$ cat config.mk
export PLATFORM = sky130hd
export DESIGN_NAME = dm_result_reader
export DESIGN_NICKNAME = d
export VERILOG_FILES = /design/src/rtl/dm_result_reader.sv
export SDC_FILE = /design/constraint.sdc
export NUM_CORES = 1
export LEC_CHECK = 0
export BUFFER_PORTS_ARGS = -buffer_cell sky130_fd_sc_hd__buf_2
export CAP_MARGIN = 0
export CORE_ASPECT_RATIO = 1.1
export CORE_UTILIZATION = 59
export DETAILED_ROUTE_END_ITERATION = 12
export GPL_TIMING_DRIVEN = 0
export PLACE_DENSITY = 0.95
export SYNTH_ARGS = -nofsm -noshare
export SYNTH_HDL_FRONTEND = slang
export SYNTH_SLANG_ARGS = --single-unit
$ cat constraint.sdc
create_clock -name clk -period 6.5 [get_ports clk]
set_clock_uncertainty 0.1 [all_clocks]
set_input_delay 0 -clock clk [delete_from_list [all_inputs] [get_ports clk]]
set_output_delay 0 -clock clk [all_outputs]
set_load 0.01 [all_outputs]
$ cat src/rtl/dm_result_reader.sv
// dm_result_reader: waits for the end-of-simulation code to be written to a
// watched DM word, then reads NUM_WORDS result words out of DM and streams
// them on a valid/ready port, followed by the 64-bit cycle count that was
// frozen at the moment the end code was seen.
module dm_result_reader #(
  parameter int                ADDR_W     = 14,
  parameter logic [ADDR_W-1:0] END_ADDR   = 14'h3fff,
  parameter logic [31:0]       END_CODE   = 32'hffffffff,
  parameter logic [ADDR_W-1:0] START_ADDR = 14'h2000,
  parameter int                NUM_WORDS  = 64
) (
  input  logic              clk,
  input  logic              rst,
  input  logic              snoop_we,
  input  logic [ADDR_W-1:0] snoop_addr,
  input  logic [31:0]       snoop_wdata,
  output logic              rd_req,
  output logic [ADDR_W-1:0] rd_addr,
  input  logic [31:0]       rd_data,
  output logic              m_valid,
  output logic [31:0]       m_data,
  output logic              m_last,
  input  logic              m_ready,
  output logic              busy,
  output logic              done
);

  localparam int               IDX_W    = (NUM_WORDS > 1) ? $clog2(NUM_WORDS) : 1;
  localparam logic [IDX_W-1:0] LAST_IDX = IDX_W'(NUM_WORDS - 1);

  typedef enum logic [2:0] {S_IDLE, S_REQ, S_WAIT, S_OUT, S_DONE} state_t;

  // which word OUT is presenting: DM result, counter low half, counter high half
  typedef enum logic [1:0] {W_RES, W_CLO, W_CHI} wsel_t;

  state_t           state, state_nxt;
  wsel_t            wsel, wsel_nxt;
  logic [IDX_W-1:0] idx, idx_nxt;
  logic [31:0]      data_q, data_nxt;
  logic             last_q, last_nxt;
  logic [63:0]      cnt;
  logic             frozen;
  logic             trig;

  assign trig = snoop_we && (snoop_addr == END_ADDR) && (snoop_wdata == END_CODE);

  // cycle counter: runs from reset until the accepted trigger edge, then holds
  always_ff @(posedge clk) begin
    if (!rst) begin
      cnt    <= '0;
      frozen <= 1'b0;
    end else if (!frozen) begin
      if (state == S_IDLE && trig) frozen <= 1'b1;
      else                         cnt    <= cnt + 64'd1;
    end
  end

  // state and output-data registers
  always_ff @(posedge clk) begin
    if (!rst) begin
      state  <= S_IDLE;
      wsel   <= W_RES;
      idx    <= '0;
      data_q <= '0;
      last_q <= 1'b0;
    end else begin
      state  <= state_nxt;
      wsel   <= wsel_nxt;
      idx    <= idx_nxt;
      data_q <= data_nxt;
      last_q <= last_nxt;
    end
  end

  // sequencing: one DM read per result word, counter words straight from cnt
  always_comb begin
    state_nxt = state;
    wsel_nxt  = wsel;
    idx_nxt   = idx;
    data_nxt  = data_q;
    last_nxt  = last_q;
    case (state)
      S_IDLE: begin
        if (trig) begin
          state_nxt = S_REQ;
          wsel_nxt  = W_RES;
          idx_nxt   = '0;
          last_nxt  = 1'b0;
        end
      end
      S_REQ:  state_nxt = S_WAIT;
      S_WAIT: begin
        data_nxt  = rd_data;
        state_nxt = S_OUT;
      end
      S_OUT: begin
        if (m_ready) begin
          case (wsel)
            W_RES: begin
              if (idx != LAST_IDX) begin
                idx_nxt   = idx + IDX_W'(1);
                state_nxt = S_REQ;
              end else begin
                data_nxt = cnt[31:0];
                wsel_nxt = W_CLO;
              end
            end
            W_CLO: begin
              data_nxt = cnt[63:32];
              last_nxt = 1'b1;
              wsel_nxt = W_CHI;
            end
            default: begin
              last_nxt  = 1'b0;
              state_nxt = S_DONE;
            end
          endcase
        end
      end
      default: state_nxt = S_DONE;
    endcase
  end

  assign rd_req  = (state == S_REQ);
  assign rd_addr = (state == S_REQ) ? START_ADDR + ADDR_W'(idx) : '0;
  assign m_valid = (state == S_OUT);
  assign m_data  = data_q;
  assign m_last  = last_q;
  assign busy    = (state == S_REQ) || (state == S_WAIT) || (state == S_OUT);
  assign done    = (state == S_DONE);

endmodule

==> metrics.md <==
| Metric | Value |
|---|---|
| Status | `finished clean` |
| WHS Path Cells | `7` |
| Post-synthesis mux area share | `approximately 6.0%` |
| Adder-Cell Fraction of Synth Area | `less than 1%` |
| Worst Tran Pin Value | `approximately 750 ps` |
| Post-Route WL | `about 19 mm` |
| Final Max Tran Viols | `0` |
| Largest net degree at the start of global routing | `20` |
| RSZ-0062 raised after global routing | `no` |
| Vias in the first global route | `~6300` |
| Post-synth top area share | `a little under two fifths` |
| R2R Setup Slk | `3580 ps` |
| Grt ovf | `0` |
| CTS Sinks | `109` |
| Antenna Nets Post-Route | `0` |
| Hold crit path type | `in -> reg` |
| CP required | `6730 ps` |
| Synthesized area | `between 5000 and 6000 µm²` |
| Most frequent cells in the layout | `buf_2, nand2_1, dfxtp_1` |
| Worst slew margin | `between 50% and 60%` |
| End of the critical path | `cnt[60]$_SDFFE_PN0P_` |
| NetSw | `0.352 mW` |
| Synth Area in Compound Gates | `15.6%` |
| Port buffer count | `roughly 130` |
| CTS tree | `built` |
| Final hold vios | `0` |
| EDFF count, synth | `0` |
| Routability Congestion | `roughly 0.94` |
| Simple-Gate Fraction of Synth Area | `between 30% and 40%` |
| Core area | `roughly 9400 µm²` |
| Inserted Diodes | `0` |
| Switch share | `roughly 27%` |
| Worst hold slack | `between 150 and 200 ps` |
| Antenna violations before repair | `0` |
| Setup crit end kind | `flop` |
| Setup repair bufs after CTS | `0` |
| Crit path DAT | `roughly 3200 ps` |
| DRT iter0 DRCs | `983` |
| Post-Route Setup TNS | `0 ps` |
| Synth top area cells | `dfxtp_1, nand2_1, mux2i_1, o211ai_1, a21oi_1` |
| Htree depth | `3` |
| First drt pass iteration count | `6` |
| Total CTS buffers | `9` |
| Starting Density | `between 60% and 70%` |
| Die Span Y | `approximately 110 µm` |
| Wire length per cell | `19.4 µm` |
| Residual DRC | `0` |
| Clk_lat worst skew | `about 400 ps` |
| Synth-to-layout area growth | `23.6%` |
| Post-Synth XOR/XNOR Area | `under 10%` |
| Int Power | `approximately 0.94 mW` |
| CTS root buf | `clkbuf_8` |
| Std-Cell Rows | `37` |
| Gr usage total | `between 30% and 40%` |
| Worst r2r dst | `cnt[60]$_SDFFE_PN0P_` |
| Static Leak | `about 2.9 nW` |
| Share of layout cells above drive strength 1 | `20.2%` |
| I/O Pins | `~130` |
| Seq/Total Area, Yosys | `between 30% and 40%` |
| Largest area contributor in the netlist | `dfxtp_1` |
| Vias per cell | `between 6 and 7` |
| Clk pwr share | `around a third` |
| Fraction of registers with async set/reset | `0%` |
| Fmax achieved | `around 340 MHz` |
| CTS Buffer Depth | `2` |
| Main combinational cell family by area after synthesis | `simple AND/OR/NAND/NOR gates` |
| Syn Inst Count | `around 700` |
| Synth Flop Type | `dfxtp_1` |
| Setup CP Type | `reg -> reg` |
| Netlist cell types | `56` |
| Avg Cell Area, Syn | `8.14 µm²` |
| Gate power share | `a little under an eighth` |
| First-pass GRT wire length | `30.7 mm` |
| Fin nets | `964` |
| Die Area | `10100 µm²` |
| Yosys warns | `0` |
| Yosys reg bits | `around 110` |
| Total number of vias | `~6500` |
| RR Startpoint | `cnt[0]$_SDFFE_PN0P_` |
| CP max FO | `8` |
| Fin crit share | `approximately 45%` |
| Period minus WS final | `just under 3000 ps` |
| Critical path startpoint | `cnt[0]$_SDFFE_PN0P_` |
| Commonest non-fill, non-tap cell in the layout | `buf_2` |
| R2r worst-path depth | `7` |
| Max-Cap Viols | `0` |
| Chip Width | `between 90 and 100 µm` |
| Sequential fraction of design power | `roughly 54%` |
| # setup viols final | `0` |
| Hpwl dp | `approximately 12 mm` |
| Peak supply drop | `around 0.00013 V` |
| CP Launch Type | `flop` |
| CTS clk-pin slew, worst paths | `roughly 120 ps` |
| Pwr dens | `between 150 and 200 nW/µm²` |
stage by stage:
step | cells | utilization, % | setup slack, ps | area, µm² | total power, mW
floorplan | 710 | - | 4310 | 5750 | 0.770
finish | 1002 | 75.4 | 3580 | 7080 | 1.29
detailed placement | 952 | 69.4 | 3790 | 6530 | 0.828
CTS | 1002 | 75.4 | 3690 | 7080 | 1.27
global route | 1002 | 75.4 | 3570 | 7080 | 1.33
global placement | 952 | 69.4 | 3840 | 6530 | 0.825
routing by layer:
metal	GRT usage [%]	vias to the layer above	share of wire [%]
met4	26.5	0	6.3
met3	10.7	140	10
met2	62.6	529	47
li1	-	2892	-
met1	45.3	2953	36
met5	0	-	0
critical path, cell delays in order (launching register included):
cell and delay [ps]:
dfxtp_1 550, ha_1 350, nand2_1 130, or2_1 270
nor3_4 470, nand4_2 310, or4_1 520, a21oi_1 160
worst min path at each step:
stage                     slack, ps                       to      startpoint
after global routing            230    state[0]$_SDFFE_PN0P_  snoop_wdata[0]
after CTS                       170    state[0]$_SDFFE_PN0P_  snoop_wdata[0]
after global placement          220  m_data[15]$_SDFFE_PN0P_     rd_data[15]
after floorplan                  50     cnt[53]$_SDFFE_PN0P_             rst
after detailed placement        220  m_data[30]$_SDFFE_PN0P_     rd_data[30]
final                           160    state[0]$_SDFFE_PN0P_  snoop_wdata[0]
synthesized netlist by cell type, types with 3 or more instances:
library cell and count:
nor4_1 7, and3_1 13, o21ai_0 14, a31oi_1 4
clkbuf_1 28, o211ai_1 41, a21oi_1 55, nand2b_1 11
and2_1 10, buf_4 8, mux2i_1 33, xnor2_1 4
a41oi_1 3, inv_1 10, nor2_1 57, nand3_1 26
nand4b_1 4, o31ai_1 12, dfxtp_1 109, nand4_1 32
or4_1 12, nand2_1 110, xor2_1 24, buf_2 11
nor3_1 8, o21bai_1 4, or3_1 11, and4_1 4
or2_2 3
registers in the layout, summed over array words and instances, names as in the netlist:
name / cells
cnt: 64
m_data: 32
idx: 6
state: 3
wsel: 2
frozen: 1
m_last: 1
power by group through the flow:
stage	sequential, mW	clock, mW	combinational (mW)
finish	0.694	0.454	0.146
global route	0.695	0.476	0.157
CTS	0.692	0.446	0.137
detailed placement	0.707	0	0.121
global placement	0.707	0	0.118
floorplan	0.711	0	0.0589
repair_timing:
action | CTS | global route
gates resized for setup | 0 | 0
hold buffers | 34 | 0
endpoints found under the hold margin | 41 | 0
cell type report:
class | instances | area [µm²]
multi-input combinational | 542 | 3310
fill | 596 | 2310
sequential | 109 | 2180
timing repair buffer | 159 | 966
buffer | 49 | 228
tap | 117 | 146
clock buffer | 10 | 138
clock inverter | 6 | 80.1
inverter | 10 | 37.5
cells by family (layout without fill, tap and decap cells):
group / Yosys count / after routing
compound gates: 141 / 141
xor+xnor: 28 / 28
fa+ha+maj: 2 / 2
buf+inv: 59 / 234
flops: 109 / 109
mux: 34 / 34
other cells: 1 / 7
simple gates: 330 / 330
Note: power is estimated with default switching activity, not from simulation.
